## src/rtl/distributor.sv

```systemverilog
// Stream demultiplexer: routes each tagged input token to one of two output
// branches, each with its own one-entry register. Optional DISTRIBUTOR_STRICT_ORDER_EN.
module distributor #(
    parameter int    WIDTH0 = 4,
    parameter int    WIDTH1 = 4,
    parameter string BURST  = "no"
) (
    input  logic                     iCLK,
    input  logic                     iRST,
    input  logic                     iValid_AM,
    output logic                     oReady_AM,
    input  logic                     iSelect_AM,
    input  logic [WIDTH0+WIDTH1-1:0] iData_AM,
    output logic                     oValid_BM0,
    input  logic                     iReady_BM0,
    output logic [WIDTH0-1:0]        oData_BM0,
    output logic                     oValid_BM1,
    input  logic                     iReady_BM1,
    output logic [WIDTH1-1:0]        oData_BM1
);

    localparam bit BURST_EN = (BURST == "yes");

    logic              valid0_q, valid0_d;
    logic              valid1_q, valid1_d;
    logic [WIDTH0-1:0] data0_q, data0_d;
    logic [WIDTH1-1:0] data1_q, data1_d;

    logic can0, can1;
    logic other_empty0, other_empty1;
    logic xfer_in, load0, load1, drain0, drain1;

    // A full register may take a new token only if it is draining this cycle.
    always_comb begin
        can0 = !valid0_q | (BURST_EN & iReady_BM0);
        can1 = !valid1_q | (BURST_EN & iReady_BM1);
    end

    // Strict ordering looks at the registered flag only; a same-cycle drain
    // of the other branch does not make it count as empty.
`ifdef DISTRIBUTOR_STRICT_ORDER_EN
    always_comb begin
        other_empty0 = !valid1_q;
        other_empty1 = !valid0_q;
    end
`else
    always_comb begin
        other_empty0 = 1'b1;
        other_empty1 = 1'b1;
    end
`endif

    always_comb begin
        oReady_AM = !iRST & (iSelect_AM ? (can1 & other_empty1)
                                        : (can0 & other_empty0));
        xfer_in   = iValid_AM & oReady_AM;
        load0     = xfer_in & !iSelect_AM;
        load1     = xfer_in & iSelect_AM;
        drain0    = valid0_q & iReady_BM0;
        drain1    = valid1_q & iReady_BM1;
    end

    always_comb begin
        valid0_d = valid0_q;
        data0_d  = data0_q;
        if (load0) begin
            valid0_d = 1'b1;
            data0_d  = iData_AM[WIDTH0-1:0];
        end else if (drain0) begin
            valid0_d = 1'b0;
        end
    end

    always_comb begin
        valid1_d = valid1_q;
        data1_d  = data1_q;
        if (load1) begin
            valid1_d = 1'b1;
            data1_d  = iData_AM[WIDTH0+WIDTH1-1:WIDTH0];
        end else if (drain1) begin
            valid1_d = 1'b0;
        end
    end

    always_ff @(posedge iCLK) begin
        if (iRST) begin
            valid0_q <= 1'b0;
            valid1_q <= 1'b0;
            data0_q  <= '0;
            data1_q  <= '0;
        end else begin
            valid0_q <= valid0_d;
            valid1_q <= valid1_d;
            data0_q  <= data0_d;
            data1_q  <= data1_d;
        end
    end

    always_comb begin
        oValid_BM0 = valid0_q;
        oData_BM0  = data0_q;
        oValid_BM1 = valid1_q;
        oData_BM1  = data1_q;
    end

endmodule

```

## config.mk

```make
export PLATFORM = sky130hd
export DESIGN_NAME = distributor
export DESIGN_NICKNAME = d
export VERILOG_FILES = /design/src/rtl/distributor.sv
export SDC_FILE = /design/constraint.sdc
export NUM_CORES = 1
export LEC_CHECK = 0
export CORE_AREA = 8 8 45 47
export DETAILED_ROUTE_END_ITERATION = 10
export DIE_AREA = 0 0 53 55
export PLACE_DENSITY = 0.8
export SYNTH_ARGS = -nofsm -noshare
export SYNTH_HDL_FRONTEND = slang
export SYNTH_SLANG_ARGS = --single-unit
```

## constraint.sdc

```tcl
create_clock -name iCLK -period 1.4 [get_ports iCLK]
set_input_delay 0.21 -clock iCLK [delete_from_list [all_inputs] [get_ports iCLK]]
set_output_delay 0.21 -clock iCLK [all_outputs]
set_load 0.1 [all_outputs]
```

; ---- After elaboration in Yosys (flattened, before gate mapping)
; Cells that the tools add are included.
[op_classes]
mux = 5
bitwise_logic = 6
n_reduce_logical = 6
[ops]
columns = cell, n
row1 = $and 1x1->1, 6
row2 = $mux 1, 5
row3 = $logic_not 1->1, 4
row4 = $reduce_bool 2->1, 2
[totals]
regBits = 10
output_inout_bits = 11
wordCells = 21

; ---- Depth between registers and ports, before layout
[depth]
depth_word = 6
ltp_mapped = 3

; ---- Least setup slack after synthesis
; OpenSTA, ideal clock, no wires.
[synth_path]
path_type = register -> output
start = register valid0_q, in the netlist oValid_BM0
end = output oReady_AM
arrival_time_ns = 3.218
t_required_ns = 1.190
slack_ns = -2.028
path_stages_with_launch = 3
n_path_buf = 0
path_cell_list = dfxtp_1 -> and2b_1 -> a211oi_1
[synth_between]
elab_chain_len = 3
[synth_rtl]
columns = element, line
row1 = from (decl), 24  ; logic valid0_q, valid0_d;
row2 = from (signal assigned), 92  ; valid0_q <= valid0_d;
row3 = $logic_not 1->1, 35  ; can0 = !valid0_q | (BURST_EN & iReady_BM0);
row4 = $mux 1, 54  ; oReady_AM = !iRST & (iSelect_AM ? (can1 & other_empty1)
row5 = $and 1x1->1, 54
row6 = to (decl), 11  ; output logic oReady_AM,
; No other way between the ends.

; ---- Final worst setup path
; Same ends and word-level chain as after synthesis.

==> results.txt <==
Top post-synthesis cells by area -> dfxtp_1 (42%), nand2b_1 (21%), mux2i_1 (17%), o21ba_2 (4.2%), nor3b_4 (4.0%)
Die Span Y -> 55 um
Area Overhead vs Synth -> 91.0%
Clock Skew -> 1.66 ps
Status -> completed
RR Startpoint -> oValid_BM0
Avg Inst Size Synth -> 10.7 um^2
Vias per cell -> 4.38
Number of remaining DRC errors -> 0
Port bufs -> 24
Slew Limit Fails -> 0
Pre-antenna DRT Iters -> 4
Busiest grt layer -> met2
Met3 usage -> 2.41%
Internal -> 0.000588 W
Critical path data arrival time -> 1190 ps
# nets final -> 88
Logic pwr share -> 34.4%
Met2 GRT Util -> 17.0%
Reg power frac -> 36.2%
Num rows -> 14
Switching Power -> 0.000284 W
Pin count of the biggest net entering global routing -> 19
Fin area -> 901 um^2
Sink Count -> 10
Fin cells -> 89
Hold EP -> oData_BM1[0]
CP Launch Type -> register
Total GRT Usage -> 9.37%
DRT iter0 DRCs -> 3
Sw frac -> 32.5%
Layout cell share with drive strength beyond 1 -> 32.9%
Cells after DPL -> 84
CTS tree -> yes
Root buffer cell -> clkbuf_4
CTS clk-pin slew, worst paths -> 70 ps
Cell accounting for the most synthesized area -> dfxtp_1
RSZ-0062 raised after global routing -> true
Clock network fraction of total power -> 29.4%
Syn Inst Count -> 44
Final worst-path setup slack -> 4.95 ps
Actual slew at the worst max-slew pin -> 355 ps
Critical-path top delay cell -> dfxtp_4
DIE AREA -> 2920 um^2
Hold Crit Class -> register to register
Hold Vio Cnt, Final -> 0
Initial antenna violation count -> 0
HP Start -> oData_BM1[0]
Vias in the first global route -> 436
Core Footprint -> 1380 um^2
Hold Path Depth -> 2
Worst Path Required -> 1190 ps
Crit path kind -> register to primary output
Cell Area, Synth -> 472 um^2
Placer Congestion -> 0.733
# diodes -> 0
Die Wd -> 53 um
Starting Density -> 34.1%
Drt wl/cell -> 13.6 um
Dpl ws -> -158 ps
Synth Register Bits -> 10
ANT nets after route -> 0
Leak -> 0.354 nW
Unique masters post-synth -> 11
CTS buffer count -> 3
CP peak stage delay -> 340 ps
Post-Route WL -> 1210 um
Maximum vdd ir drop -> 0.000465 V
Cell chain of the critical path -> and2b_1, a211oi_4, buf_12
Final period util -> 99.6%
Placed instance area -> 858 um^2
Finish-stage setup viols -> 0
H-Tree Level Count -> 1
Maxcap violations -> 0
YS warnings -> 0
Reg-to-reg slack, setup -> 260 ps
Clk Latency, worst-skew pair -> 260 ps
CTS Buffer Depth -> 2
FMAX -> 0.717 GHz
FF-to-FF path depth -> 3
Crit path max fanout -> 2
Post-DP HPWL -> 930 um
Post-Syn Nets -> 58
Met1 usage -> 8.73%
IO Count -> 25
Slew headroom -> 76.3%
Share of the synthesized area in the top cell type -> 42.4%
Total gr overflow -> 0
PwrDens -> 968 nW/um^2
First-pass GRT wire length -> 1970 um
Critical Path End Type -> primary output
Clock period minus worst slack -> 1400 ps
Seq/Total Area, Yosys -> 42.4%
Routed via count -> 390
Critical R2R Capture -> oData_BM0[3]
==> state kept, by name (all words and copies together), names as in the netlist <==
register    count
oData_BM0       4
oData_BM1       4
oValid_BM0      1
oValid_BM1      1
==> power groups by stage <==
stage,registers (W),logic (W),clock network [W]
finish,0.000316,0.000300,0.000256
global route,0.000318,0.000312,0.000280
CTS,0.000316,0.000303,0.000264
detailed placement,0.000325,0.000298,0
global placement,0.000324,0.000295,0
floorplan,0.000424,0.0000686,0
==> layout make-up <==
cell class	instances	area, um^2
Fill cell	104	483
Sequential cell	10	205
Multi-Input combinational cell	32	268
Timing Repair Buffer	27	372
Clock buffer	4	36.3
Tap cell	16	20.0
==> worst max-delay path by stage <==
stage,from,endpoint,slack [ps],depth (start not counted)
5_1_grt,oValid_BM0,oReady_AM,-40,3
3_3_place_gp,iSelect_AM,oReady_AM,-140,4
2_1_floorplan,oValid_BM0,oReady_AM,-350,2
4_1_cts,oValid_BM0,oReady_AM,-7,3
6_report,oValid_BM0,oReady_AM,5,3
3_5_place_dp,iSelect_AM,oReady_AM,-160,4
==> cells by family (layout without fill, tap and decap cells) <==
group | count (synthesis) | after routing | share of synthesized area, %
and+or+nand+nor | 21 | 21 | 31.3
DFF | 10 | 10 | 42.4
muxes | 8 | 8 | 17.0
AOI/OAI and AO/OA | 3 | 3 | 5.84
buffers and inverters | 2 | 31 | 3.45
==> critical path: cells and delay by family, from the launching register on <==
family / cells / cell delay, ps
AND/OR/NAND/NOR: 1 / 170
buffers and inverters: 1 / 210
flip-flops: 1 / 340
AO/OA/AOI/OAI: 1 / 200
==> metal layers <==
metal	up-vias	part of all wire, %
li1	202	-
met1	172	36
met2	14	52
met3	2	9.3
met4	0	2.1
met5	-	0
==> synth_stat cells <==
| cell | count |
|---|---|
| mux2i_1 | 8 |
| and3b_1 | 1 |
| o21ba_2 | 2 |
| and2b_1 | 1 |
| a211oi_1 | 1 |
| dfxtp_1 | 10 |
| nor3b_4 | 1 |
| nand2b_1 | 16 |
| clkbuf_2 | 1 |
| buf_6 | 1 |
| nor2b_1 | 2 |
==> cells in the final DEF, fill, tap and decap left out, drive strengths merged <==
master,Yosys,final
a211oi,1,1
and2b,1,1
and3b,1,1
buf,1,14
clkbuf,1,4
clkdlybuf4s50,0,12
dfxtp,10,10
dlygate4sd2,0,1
mux2i,8,8
nand2b,16,16
nor2b,2,2
nor3b,1,1
o21ba,2,2
==> stage by stage <==
stage | hold WS [ps] | utilization, % | TNS, ps | power (W)
4_1_cts | 503 | 65.1 | -7.16 | 0.000883
3_3_place_gp | 494 | 62.0 | -293 | 0.000618
3_5_place_dp | 500 | 62.0 | -564 | 0.000623
2_1_floorplan | 365 | - | -345 | 0.000493
6_report | 503 | 65.1 | 0 | 0.000872
5_1_grt | 537 | 65.1 | -41.0 | 0.000910
==> what timing repair did <==
| item | 4_1_cts | 5_1_grt |
|---|---|---|
| hold buffers | 0 | 0 |
| setup buffers | 1 | 0 |
| pin swaps | 1 | 0 |
| setup endpoints to repair | 1 | 1 |
| resized for setup | 1 | 0 |
(Power assumes the default switching activity.)
